`src/rtl/traffic_pkg.sv`:
```
// Shared light encodings and controller state codes for the intersection controller.
package traffic_pkg;

    localparam logic [2:0] RED    = 3'b100;
    localparam logic [2:0] YELLOW = 3'b010;
    localparam logic [2:0] GREEN  = 3'b001;

    typedef enum logic [2:0] {
        ALLRED_A  = 3'd0,
        NS_GREEN  = 3'd1,
        NS_YELLOW = 3'd2,
        ALLRED_B  = 3'd3,
        EW_GREEN  = 3'd4,
        EW_YELLOW = 3'd5,
        PED_WALK  = 3'd6,
        ST_UNUSED = 3'd7
    } state_e;

endpackage

```
`src/rtl/phase_timer.sv`:
```
// Per-phase tick counter: cleared on every state change, advanced on tick,
// optionally saturating at dur-1, and flagging expiry of the current duration.
module phase_timer (
    input  logic       clk,
    input  logic       reset_n,
    input  logic       tick,
    input  logic       clear,
    input  logic       sat_en,
    input  logic [7:0] dur,
    output logic       expired
);

    logic [7:0] cnt_q;
    logic [7:0] cnt_d;
    logic       at_end;

    assign at_end  = (cnt_q == (dur - 8'd1));
    assign expired = tick & at_end;

    // Next count: clear wins, otherwise count ticks unless held at the saturation point.
    always_comb begin
        cnt_d = cnt_q;
        if (clear) begin
            cnt_d = 8'd0;
        end else if (tick && !(sat_en && at_end)) begin
            cnt_d = cnt_q + 8'd1;
        end
    end

    // Counter register.
    always_ff @(posedge clk or negedge reset_n) begin
        if (!reset_n) begin
            cnt_q <= 8'd0;
        end else begin
            cnt_q <= cnt_d;
        end
    end

endmodule

```
`src/rtl/intersection_ctrl.sv`:
```
// Two-road traffic light controller with demand-driven EW phase and pedestrian walk.
//
// state     | meaning
// ALLRED_A  | clearance before NS green
// NS_GREEN  | NS green, held past minimum until EW car or pedestrian demand
// NS_YELLOW | NS yellow
// ALLRED_B  | clearance before EW green or pedestrian walk
// EW_GREEN  | fixed-length EW green
// EW_YELLOW | EW yellow
// PED_WALK  | pedestrian walk, both roads red
module intersection_ctrl #(
    parameter int unsigned MIN_GREEN  = 8,
    parameter int unsigned YELLOW_T   = 3,
    parameter int unsigned ALLRED_T   = 1,
    parameter int unsigned EW_GREEN_T = 6,
    parameter int unsigned PED_T      = 5
) (
    input  logic       clk,
    input  logic       reset_n,
    input  logic       tick,
    input  logic       ew_car,
    input  logic       ped_req,
    output logic [2:0] ns_light,
    output logic [2:0] ew_light,
    output logic       ped_walk,
    output logic [2:0] phase
);
    import traffic_pkg::*;

    localparam logic [7:0] MIN_GREEN_C  = 8'(MIN_GREEN);
    localparam logic [7:0] YELLOW_C     = 8'(YELLOW_T);
    localparam logic [7:0] ALLRED_C     = 8'(ALLRED_T);
    localparam logic [7:0] EW_GREEN_C   = 8'(EW_GREEN_T);
    localparam logic [7:0] PED_C        = 8'(PED_T);

    state_e     state_q;
    state_e     state_d;
    logic       ped_pend_q;
    logic       ped_pend_d;
    logic [7:0] dur;
    logic       expired;

    // Duration of the phase currently being timed.
    always_comb begin
        dur = 8'd1;
        case (state_q)
            ALLRED_A, ALLRED_B:   dur = ALLRED_C;
            NS_GREEN:             dur = MIN_GREEN_C;
            NS_YELLOW, EW_YELLOW: dur = YELLOW_C;
            EW_GREEN:             dur = EW_GREEN_C;
            PED_WALK:             dur = PED_C;
            default:              dur = 8'd1;
        endcase
    end

    phase_timer u_timer (
        .clk     (clk),
        .reset_n (reset_n),
        .tick    (tick),
        .clear   (state_d != state_q),
        .sat_en  (state_q == NS_GREEN),
        .dur     (dur),
        .expired (expired)
    );

    // Next state and pedestrian latch; entering the walk phase clears a coincident request.
    always_comb begin
        state_d = state_q;
        case (state_q)
            ALLRED_A:  if (expired) state_d = NS_GREEN;
            NS_GREEN:  if (expired && (ew_car || ped_pend_q)) state_d = NS_YELLOW;
            NS_YELLOW: if (expired) state_d = ALLRED_B;
            ALLRED_B:  if (expired) state_d = ped_pend_q ? PED_WALK : EW_GREEN;
            EW_GREEN:  if (expired) state_d = EW_YELLOW;
            EW_YELLOW: if (expired) state_d = ALLRED_A;
            PED_WALK:  if (expired) state_d = ALLRED_A;
            default:   state_d = ALLRED_A;
        endcase

        ped_pend_d = ped_pend_q;
        if (state_d == PED_WALK && state_q != PED_WALK) begin
            ped_pend_d = 1'b0;
        end else if (ped_req && state_q != PED_WALK) begin
            ped_pend_d = 1'b1;
        end
    end

    // State and pending-walk registers.
    always_ff @(posedge clk or negedge reset_n) begin
        if (!reset_n) begin
            state_q    <= ALLRED_A;
            ped_pend_q <= 1'b0;
        end else begin
            state_q    <= state_d;
            ped_pend_q <= ped_pend_d;
        end
    end

    // Moore output decode; every unlisted code, including the unused one, shows all red.
    always_comb begin
        ns_light = RED;
        ew_light = RED;
        ped_walk = 1'b0;
        case (state_q)
            NS_GREEN:  ns_light = GREEN;
            NS_YELLOW: ns_light = YELLOW;
            EW_GREEN:  ew_light = GREEN;
            EW_YELLOW: ew_light = YELLOW;
            PED_WALK:  ped_walk = 1'b1;
            default:   ;
        endcase
    end

    assign phase = state_q;

endmodule
```
`config.mk`:
```
export PLATFORM = sky130hd
export DESIGN_NAME = intersection_ctrl
export DESIGN_NICKNAME = d
export VERILOG_FILES = /design/src/rtl/traffic_pkg.sv /design/src/rtl/phase_timer.sv /design/src/rtl/intersection_ctrl.sv
export SDC_FILE = /design/constraint.sdc
export NUM_CORES = 1
export LEC_CHECK = 0
export ABC_CLOCK_PERIOD_IN_PS = 6360
export CELL_PAD_IN_SITES_DETAIL_PLACEMENT = 1
export CELL_PAD_IN_SITES_GLOBAL_PLACEMENT = 1
export CORE_UTILIZATION = 43
export DETAILED_ROUTE_END_ITERATION = 7
export GPL_ROUTABILITY_DRIVEN = 0
export PLACE_DENSITY_LB_ADDON = 0.1
export SLEW_MARGIN = 20
export SYNTH_ARGS = -nofsm -noshare
export SYNTH_HDL_FRONTEND = slang
export SYNTH_HIERARCHICAL = 1
export SYNTH_SLANG_ARGS = --single-unit
```
`constraint.sdc`:
```
create_clock -name clk -period 6.36 [get_ports clk]
set_input_delay 1.272 -clock clk [delete_from_list [all_inputs] [get_ports clk]]
set_output_delay 1.272 -clock clk [all_outputs]
set_load 0.05 [all_outputs]
```
==> impl_metrics.tcl, run 1 <==
set metrics [dict create \
    layout.cells.most_common "clkdlybuf4s50_1" \
    clk_latency_ns 0.26 \
    path_buf_inv 1 \
    synth.largest_area_cell "dfrtp_1" \
    leakage_nw 0.4985 \
    p_int_mw 0.1879 \
    cp_max_fo 15 \
    pin_count 15 \
    p_sw_frac 0.4542 \
    finalMaxSlewViolations 0 \
    start_kind "flop" \
    grt_antenna_before_repair 0 \
    antenna_cells 0 \
    crit_arrival_ns 4.42 \
    r2r_cells 13 \
    grt_setup_unrepaired "no" \
    area_delta_synth_final_pct 18.55 \
    power_density_nw_per_um2 279.6 \
    design.die.area_sq_um 2616 \
    syn_avg_cell_area_sq_um 8.654 \
    finalSetupViolations 0 \
    drc 0 \
    cts_resized 0 \
    pwr-share-comb 0.465 \
    track_usage 0.2208 \
    nets 149 \
    grt_overflow 0 \
    cpMaxStageDelayCell "dfrtp_1" \
    crit_family "compound AO/OA/AOI/OAI gates" \
    slowest_delay_ns 0.70 \
    h-tree-depth 1 \
    maxCapViolations 0 \
    postCtsHoldBufs 0 \
    cts.sink_count 12 \
    post_drt_wl_per_cell_microns 15.55 \
    hold-path-endpoint "u_timer/cnt_q[7]$_DFFE_PN0P_" \
    synth_top_area_share 0.2892 \
    hold_path_class "reg -> reg" \
    vias_per_cell 5.542 \
    final_cell_mix "14 x clkdlybuf4s50_1, 12 x dfrtp_1, 11 x nor2_1" \
    cts_buffer_depth 2 \
    port_buffers 14 \
    yosys_warnings 6 \
    die_x_microns 51.15 \
    core-area_sq_um 2255 \
    clk_pin_slew_ns 0.07 \
    cts_tree "built" \
    clock_skew_ns 0.006089 \
    synth.area.top_cells "dfrtp_1 29%, xnor2_1 8.4%, a21oi_1 4.3%" \
    drt-total-wl_microns 2613 \
    ys_types 42 \
    synth_seq_cells 12 \
    layout_min_cycle_time_ns 4.261 \
    max_freq_mhz 234.7 \
    finalSetupTns_ns 0 \
    hold_path_depth 2 \
    start_util 0.4606 \
    r2r_slack_ns 2.10 \
    cts_root_buf "clkbuf_4" \
    grt_pass1_vias 899 \
    place_inst 165 \
    max-vdd-ir-drop_mv 0.1755 \
    layoutNonFillerInstCount 168 \
    period_share 0.6699 \
    clkPwrFrac 0.126 \
    grt_max_degree 16 \
    drt_iter0_drc 11 \
    cp-end-kind "flop" \
    syn_inst 120 \
    fillCellCount 281 \
    die_h_microns 51.15 \
    worstSetupPathDepth 13 \
    worstReg2RegEnd "u_timer/cnt_q[2]$_DFFE_PN0P_" \
    row_count 17 \
    synthesis.area_sq_um 1038 \
    seqPwrFrac 0.409 \
    path_class "reg -> reg" \
    hold_start "u_timer/cnt_q[7]$_DFFE_PN0P_" \
    power.switching_mw 0.1563 \
    first_pass_iters 4 \
    grt_pass1_wl_microns 4312 \
    hpwl_microns 2013 \
    worst_pin_slew_ns 0.8439 \
    cts_buffers 3 \
    final_hold_viol_count 0 \
    vias 931 \
    layout-drive-gt1-share 0.1071 \
    cts_setup_buffers 0 \
    status "finished clean" \
    worstPathCellList "nor2b_2 > o21ai_1 > inv_1 > ha_1 > xnor2_1 > xnor2_1 > a2111o_1 > nor3_1 > a31oi_1 > a31oi_1 > nand2b_1 > a21oi_1 > a31o_2" \
    final_antenna_net_count 0 \
    place_area_sq_um 1209 \
    relSlewSlack 0.4348 \
    final_area_sq_um 1231 \
    seq_area_frac_synth 0.2892 \
    required_ns 6.52 \
    r2r_start "phase[2]$_DFF_PN0_" \
    final_util 0.5461 \
]
==> metal layers <==
layer | GRT usage | vias up | share of wire
met5 | 0 | - | 0
met4 | 0.06944 | 0 | 0.0061
met3 | 0.008929 | 2 | 0.010
met2 | 0.3596 | 8 | 0.48
met1 | 0.3130 | 455 | 0.51
li1 | - | 466 | -
==> power groups by stage <==
| stage | registers, mW | logic [mW] | clock network, mW |
|---|---|---|---|
| finish | 0.141 | 0.160 | 0.0434 |
| global route | 0.146 | 0.174 | 0.0489 |
| CTS | 0.141 | 0.161 | 0.0448 |
| floorplan | 0.131 | 0.126 | 0 |
| detailed placement | 0.142 | 0.160 | 0 |
| global placement | 0.138 | 0.154 | 0 |
==> flip-flops by register name, summed over array words and instances, names as in the netlist <==
name / cells
ped_pend_q: 1
u_timer/cnt_q: 8
phase: 3
==> cells by family (layout without fill, tap and decap cells) <==
logic type	after synthesis	in the layout	share of synthesized area
and+or+nand+nor	48	48	0.2988
AOI/OAI and AO/OA	31	31	0.2000
xor gates and xnor gates	14	14	0.1181
DFF	12	12	0.2892
buffers and inverters	11	23	0.05541
adders and majority gates	2	2	0.02409
other	1	9	0.003611
muxes	1	1	0.01084
==> tightest hold or removal path, stage by stage, from the launching register on <==
cell	delay, ns
dfrtp_1	0.40
o21ai_0	0.09
a21oi_1	0.06
==> worst max path at each step <==
stage | to | startpoint
CTS | u_timer/cnt_q[2]$_DFFE_PN0P_ | phase[2]$_DFF_PN0_
finish | u_timer/cnt_q[2]$_DFFE_PN0P_ | phase[2]$_DFF_PN0_
detailed placement | u_timer/cnt_q[2]$_DFFE_PN0P_ | phase[2]$_DFF_PN0_
global route | u_timer/cnt_q[2]$_DFFE_PN0P_ | phase[2]$_DFF_PN0_
global placement | u_timer/cnt_q[2]$_DFFE_PN0P_ | phase[2]$_DFF_PN0_
floorplan | u_timer/cnt_q[2]$_DFFE_PN0P_ | phase[1]$_DFF_PN0_
==> per-stage QoR <==
step | total power [mW] | hold slack [ns] | setup slack (ns)
finish | 0.3442 | 0.5875 | 2.099
global route | 0.3690 | 0.6511 | 1.791
CTS | 0.3461 | 0.5899 | 2.138
detailed placement | 0.3014 | 0.5804 | 2.165
global placement | 0.2922 | 0.5599 | 2.353
floorplan | 0.2568 | 0.5404 | 2.415
==> layout make-up <==
class	instances	area, sq um	area share
well taps	28	35.03	0.02846
flip-flops and latches	12	300.3	0.2439
multi-input cells	105	710.7	0.5772
clock buffers	3	22.52	0.01829
inverters	6	22.52	0.01829
repair buffers	14	140.1	0.1138
==> cell usage after synthesis, drive strengths merged <==
cell type	number
a2111o	1
a211oi	1
a21oi	9
a22oi	1
a31o	1
a31oi	4
and2	2
and2b	1
and3	2
and4	2
buf	4
clkbuf	1
conb	1
dfrtp	12
ha	2
inv	6
mux2	1
nand2	6
nand2b	3
nand4	3
nor2	11
nor2b	5
nor3	6
nor3b	4
o2111ai	2
o21ai	7
o31a	2
o31ai	3
or3	2
or4	1
xnor2	10
xor2	4
Power figures use the tool's default switching activity.
==> run 2, diff against run 1 <==
Settings changed: ABC_CLOCK_PERIOD_IN_PS 6360 to 4400, CORE_UTILIZATION 43 to 40.
Clock period 6.36 ns to 4.4 ns, I/O delays scaled along.
==> impl_metrics.tcl, run 2 (synthesis gave the netlist of run 1 again) <==
set metrics [dict create \
    status "finished clean" \
    cts_resized 0 \
    max_freq_mhz 267.8 \
    largest-register "u_timer/cnt_q" \
    finalSetupViolations 0 \
    final_antenna_net_count 0 \
    cts_buffers 3 \
    required_ns 4.56 \
    pwr-share-comb 0.449 \
    port_buffers 14 \
    grt_pass1_wl_microns 3967 \
    post_drt_wl_per_cell_microns 13.96 \
    die_x_microns 52.96 \
    grt_overflow 0 \
    layout_min_cycle_time_ns 3.734 \
    max-vdd-ir-drop_mv 0.2577 \
    pin_count 15 \
    hpwl_microns 1881 \
    use_met3 0.008621 \
    final_cell_mix "14 x clkdlybuf4s50_1, 12 x dfrtp_1, 11 x nor2_1" \
    start_util 0.4230 \
    area_delta_synth_final_pct 22.29 \
    period_share 0.8486 \
    grt_setup_unrepaired "no" \
    grt_pass1_vias 874 \
    finalMaxSlewViolations 0 \
    cts.sink_count 12 \
    clk_pin_slew_ns 0.08 \
    core-area_sq_um 2455 \
    vias 951 \
    grt_max_degree 16 \
    vias_per_cell 5.466 \
    crit_arrival_ns 3.90 \
    worstPathCellList "nand2b_1 > o21ai_0 > inv_1 > ha_1 > xnor2_1 > xnor2_1 > a2111o_1 > nor3_1 > a31oi_1 > a31oi_1 > buf_4 > nand2b_1 > a21oi_1 > a31o_2" \
    power_density_nw_per_um2 407.8 \
    row_count 18 \
    nets 152 \
    slowest_delay_ns 0.57 \
    cpMaxStageDelayCell "dfrtp_1" \
    layout-drive-gt1-share 0.1319 \
    grt_antenna_before_repair 0 \
    cp-end-kind "flop" \
    seqPwrFrac 0.386 \
    fillCellCount 303 \
    drt_iter0_drc 17 \
    power.switching_mw 0.2269 \
    maxCapViolations 0 \
    clkPwrFrac 0.165 \
    finalSetupTns_ns 0 \
    cts_setup_buffers 0 \
    largest_reg_flops 8 \
    post-place-ws_ns 0.6927 \
    first_pass_iters 4 \
    cts_root_buf "clkbuf_4" \
    leakage_nw 0.5207 \
    cts_buffer_depth 2 \
    gr-usage-met2 0.3122 \
    cts_tree "built" \
    drt-total-wl_microns 2429 \
    p_sw_frac 0.4380 \
    antenna_cells 0 \
    layout.cells.most_common "clkdlybuf4s50_1" \
    postCtsHoldBufs 0 \
    worst_pin_slew_ns 0.5666 \
    drc 0 \
    p_int_mw 0.2910 \
    path_class "reg -> reg" \
    h-tree-depth 1 \
    clock_skew_ns 0.004245 \
    met1_usage 0.2724 \
    start_kind "flop" \
    clk_latency_ns 0.27 \
    worst_slack_ns 0.6662 \
    die_h_microns 52.96 \
    hold_path_class "reg -> reg" \
    final_hold_viol_count 0 \
    track_usage 0.1951 \
    design.die.area_sq_um 2804 \
    relSlewSlack 0.6211 \
    grt-busiest-layer "met2" \
    cp_max_fo 15 \
]
-- run 2: cell count changes in the layout (fill, tap and decap cells not counted), sizes merged --
cell	previous run	this run
buf	0	3
clkbuf	3	4
-- run 2: final timing paths --
kind | cells past startpoint | slack (ns) | end | from
max | 14 | 0.67 | u_timer/cnt_q[2]$_DFFE_PN0P_ | phase[2]$_DFF_PN0_
min | 2 | 0.58 | u_timer/cnt_q[7]$_DFFE_PN0P_ | u_timer/cnt_q[7]$_DFFE_PN0P_
max reg2reg | 14 | 0.67 | u_timer/cnt_q[2]$_DFFE_PN0P_ | phase[2]$_DFF_PN0_
min reg2reg | 2 | 0.58 | u_timer/cnt_q[7]$_DFFE_PN0P_ | u_timer/cnt_q[7]$_DFFE_PN0P_
max in group asynchronous | 1 | 3.05 | u_timer/cnt_q[3]$_DFFE_PN0P_ | reset_n
min in group asynchronous | 1 | 0.97 | u_timer/cnt_q[1]$_DFFE_PN0P_ | reset_n
-- run 2: layout make-up --
cell class,instances,area [sq um],area share
flip-flops and latches,12,300.3,0.2365
well taps,30,37.54,0.02956
clock buffers,4,36.28,0.02857
multi-input cells,105,710.7,0.5596
inverters,6,22.52,0.01773
repair buffers,17,162.7,0.1281
-- run 2: power by group through the flow --
stage	sequential, mW	clock (mW)	combinational (mW)
2_1_floorplan	0.190	0	0.182
6_report	0.200	0.0853	0.233
5_1_grt	0.204	0.0953	0.255
3_3_place_gp	0.198	0	0.224
3_5_place_dp	0.201	0	0.233
4_1_cts	0.199	0.0901	0.234
-- run 2: critical path, delay by kind of cell, from the launching register on --
kind	cells	cell delay (ns)
AO/OA/AOI/OAI	6	1.34
XOR/XNOR	2	0.29
adder cells (fa/ha/maj)	1	0.23
buffers and inverters	2	0.28
flip-flops	1	0.57
AND/OR/NAND/NOR	3	0.91
-- run 2: metrics by stage --
stage               cells  utilization  power [mW]  hold slack, ns  area [sq um]
floorplan             128            -      0.3712          0.5404          1069
global placement      170       0.5025      0.4227          0.5657          1234
detailed placement    170       0.5025      0.4340          0.5726          1234
CTS                   174       0.5173      0.5232          0.5831          1270
global route          174       0.5173      0.5544          0.6257          1270
finish                174       0.5173      0.5179          0.5849          1270
-- run 2: metal layers --
layer  vias to the layer above  share of wire
met2                        13           0.47
met4                         0         0.0066
met3                         2          0.027
li1                        476              -
met5                         -              0
met1                       460           0.50
==> run 3, diff against run 2 <==
Settings changed: ABC_CLOCK_PERIOD_IN_PS 4400 to 3000, CORE_UTILIZATION 40 to 36.
Clock period 4.4 ns to 3 ns, I/O delays scaled along.
==> impl_metrics.tcl, run 3 (synthesis gave the netlist of run 1 again) <==
set metrics [dict create \
    grt_pass1_vias 923 \
    drt_iter0_drc 21 \
    power.switching_mw 0.3487 \
    r2r_start "phase[2]$_DFF_PN0_" \
    hpwl_microns 2082 \
    pin_count 15 \
    status "finished clean" \
    r2r_slack_ns 0.11 \
    maxCapViolations 0 \
    worstSetupPathDepth 14 \
    fillCellCount 327 \
    max_freq_mhz 346.2 \
    required_ns 3.16 \
    vias 994 \
    port_buffers 14 \
    worstPathCellList "nor2b_2 > o21ai_2 > inv_1 > ha_2 > xnor2_1 > xnor2_1 > a2111o_1 > nor3_4 > a31oi_1 > a31oi_1 > buf_4 > nand2b_1 > a21oi_1 > a31o_2" \
    layout_min_cycle_time_ns 2.888 \
    seqCellArea_sq_um 304.0 \
    layoutNonFillerInstCount 185 \
    vias_per_cell 5.373 \
    slowest_delay_ns 0.47 \
    clk_latency_ns 0.27 \
    cp_max_fo 8 \
    die_h_microns 55.71 \
    power_mw 0.7738 \
    post_drt_wl_per_cell_microns 14.65 \
    cp-end-kind "flop" \
    row_count 19 \
    crit_arrival_ns 3.05 \
    clock_skew_ns 0.009728 \
    worstSetupEndpoint "u_timer/cnt_q[2]$_DFFE_PN0P_" \
    cts_buffers 3 \
    relSlewSlack 0.6256 \
    track_usage 0.1727 \
    clkPwrFrac 0.135 \
    hold_path_class "reg -> reg" \
    grt_pass1_wl_microns 4264 \
    cts_tree "built" \
    cpMaxStageDelayCell "dfrtp_2" \
    power_density_nw_per_um2 565.3 \
    final_antenna_net_count 0 \
    largest_reg_flops 8 \
    place_inst 176 \
    finalMaxSlewViolations 0 \
    die_x_microns 55.71 \
    largest-register "u_timer/cnt_q" \
    post-place-ws_ns 0.1091 \
    worst_slack_ns 0.1115 \
    nets 162 \
    start_util 0.3799 \
    layout.cells.most_common "clkdlybuf4s50_1" \
    antenna_cells 0 \
    worst_pin_slew_ns 0.5598 \
    drt-total-wl_microns 2711 \
    r2r_cells 14 \
    drc 0 \
    grt_max_degree 13 \
    pwr-share-comb 0.496 \
    area_delta_synth_final_pct 31.81 \
    grt_overflow 0 \
    leakage_nw 0.5857 \
    seqPwrFrac 0.370 \
    grt_antenna_before_repair 0 \
    worstReg2RegEnd "u_timer/cnt_q[2]$_DFFE_PN0P_" \
    clk_pin_slew_ns 0.08 \
    final_cell_mix "14 x clkdlybuf4s50_1, 13 x buf_4, 11 x nor2_1" \
    cts_root_buf "clkbuf_4" \
    postCtsHoldBufs 0 \
    first_pass_iters 4 \
    start_kind "flop" \
    cts_buffer_depth 2 \
    p_int_mw 0.4251 \
    finalSetupViolations 0 \
    design.die.area_sq_um 3104 \
    multi_input_area_sq_um 739.5 \
    p_sw_frac 0.4506 \
    final_hold_viol_count 0 \
    path_buf_inv 2 \
    crit_family "compound AO/OA/AOI/OAI gates" \
    path_class "reg -> reg" \
    core-area_sq_um 2734 \
    layout-drive-gt1-share 0.2338 \
    cts.sink_count 12 \
    h-tree-depth 1 \
    period_share 0.9628 \
    startpoint "phase[2]$_DFF_PN0_" \
    max-vdd-ir-drop_mv 0.3926 \
]
==> run 3: cell count changes in the layout (fill, tap and decap cells not counted), moves of 2 or more <==
cell / before / now
buf_4: 3 / 13
dfrtp_1: 12 / 9
dfrtp_2: 0 / 3
o21ai_2: 0 / 2
==> run 3: through the flow <==
stage                     utilization  hold slack, ns  cell area, sq um  setup TNS (ns)
after floorplan                     -          0.3044              1107        -0.06382
after global placement         0.4773          0.5745              1305               0
after detailed placement       0.4773          0.5746              1305               0
after CTS                      0.4870          0.5842              1331               0
after global routing           0.5007          0.6081              1369       -0.005723
final                          0.5007          0.5789              1369               0
==> run 3: power groups by stage <==
stage	Sequential (mW)	Combinational [mW]	Clock, mW
6_report	0.286	0.384	0.104
5_1_grt	0.296	0.415	0.115
4_1_cts	0.281	0.373	0.108
3_5_place_dp	0.285	0.372	0
3_3_place_gp	0.283	0.364	0
2_1_floorplan	0.279	0.279	0
==> run 3: worst min-delay path by stage <==
stage	from	end	depth (start not counted)
5_1_grt	u_timer/cnt_q[7]$_DFFE_PN0P_	u_timer/cnt_q[7]$_DFFE_PN0P_	2
6_report	u_timer/cnt_q[7]$_DFFE_PN0P_	u_timer/cnt_q[7]$_DFFE_PN0P_	2
3_5_place_dp	u_timer/cnt_q[7]$_DFFE_PN0P_	u_timer/cnt_q[7]$_DFFE_PN0P_	2
3_3_place_gp	u_timer/cnt_q[7]$_DFFE_PN0P_	u_timer/cnt_q[7]$_DFFE_PN0P_	2
2_1_floorplan	reset_n	ped_pend_q$_DFFE_PN0P_	0
4_1_cts	u_timer/cnt_q[7]$_DFFE_PN0P_	u_timer/cnt_q[7]$_DFFE_PN0P_	2
==> run 3: worst reg2reg max path, delay by kind of cell (launching register included) <==
family,cells,cell delay [ns]
AO/OA/AOI/OAI,6,1.14
adder cells (fa/ha/maj),1,0.19
flip-flops,1,0.47
AND/OR/NAND/NOR,3,0.45
XOR/XNOR,2,0.27
buffers and inverters,2,0.26
==> run 3: layout make-up <==
| type | instances | area share |
|---|---|---|
| flip-flops and latches | 12 | 0.2221 |
| well taps | 31 | 0.02834 |
| clock buffers | 4 | 0.01920 |
| repair buffers | 27 | 0.1737 |
| multi-input cells | 105 | 0.5402 |
| inverters | 6 | 0.01645 |
==> run 3: what timing repair did <==
item	4_1_cts	5_1_grt
endpoints found under the setup margin	0	2
hold endpoints to repair	0	0
buffers inserted	0	5
gates resized for setup	0	0
==> run 3: metal layers <==
metal / track usage / vias to the layer above / share of wire
met5: 0 / - / 0
li1: - / 494 / -
met3: 0.01395 / 2 / 0.013
met1: 0.2456 / 484 / 0.49
met2: 0.2754 / 14 / 0.50
met4: 0.06071 / 0 / 0.0022
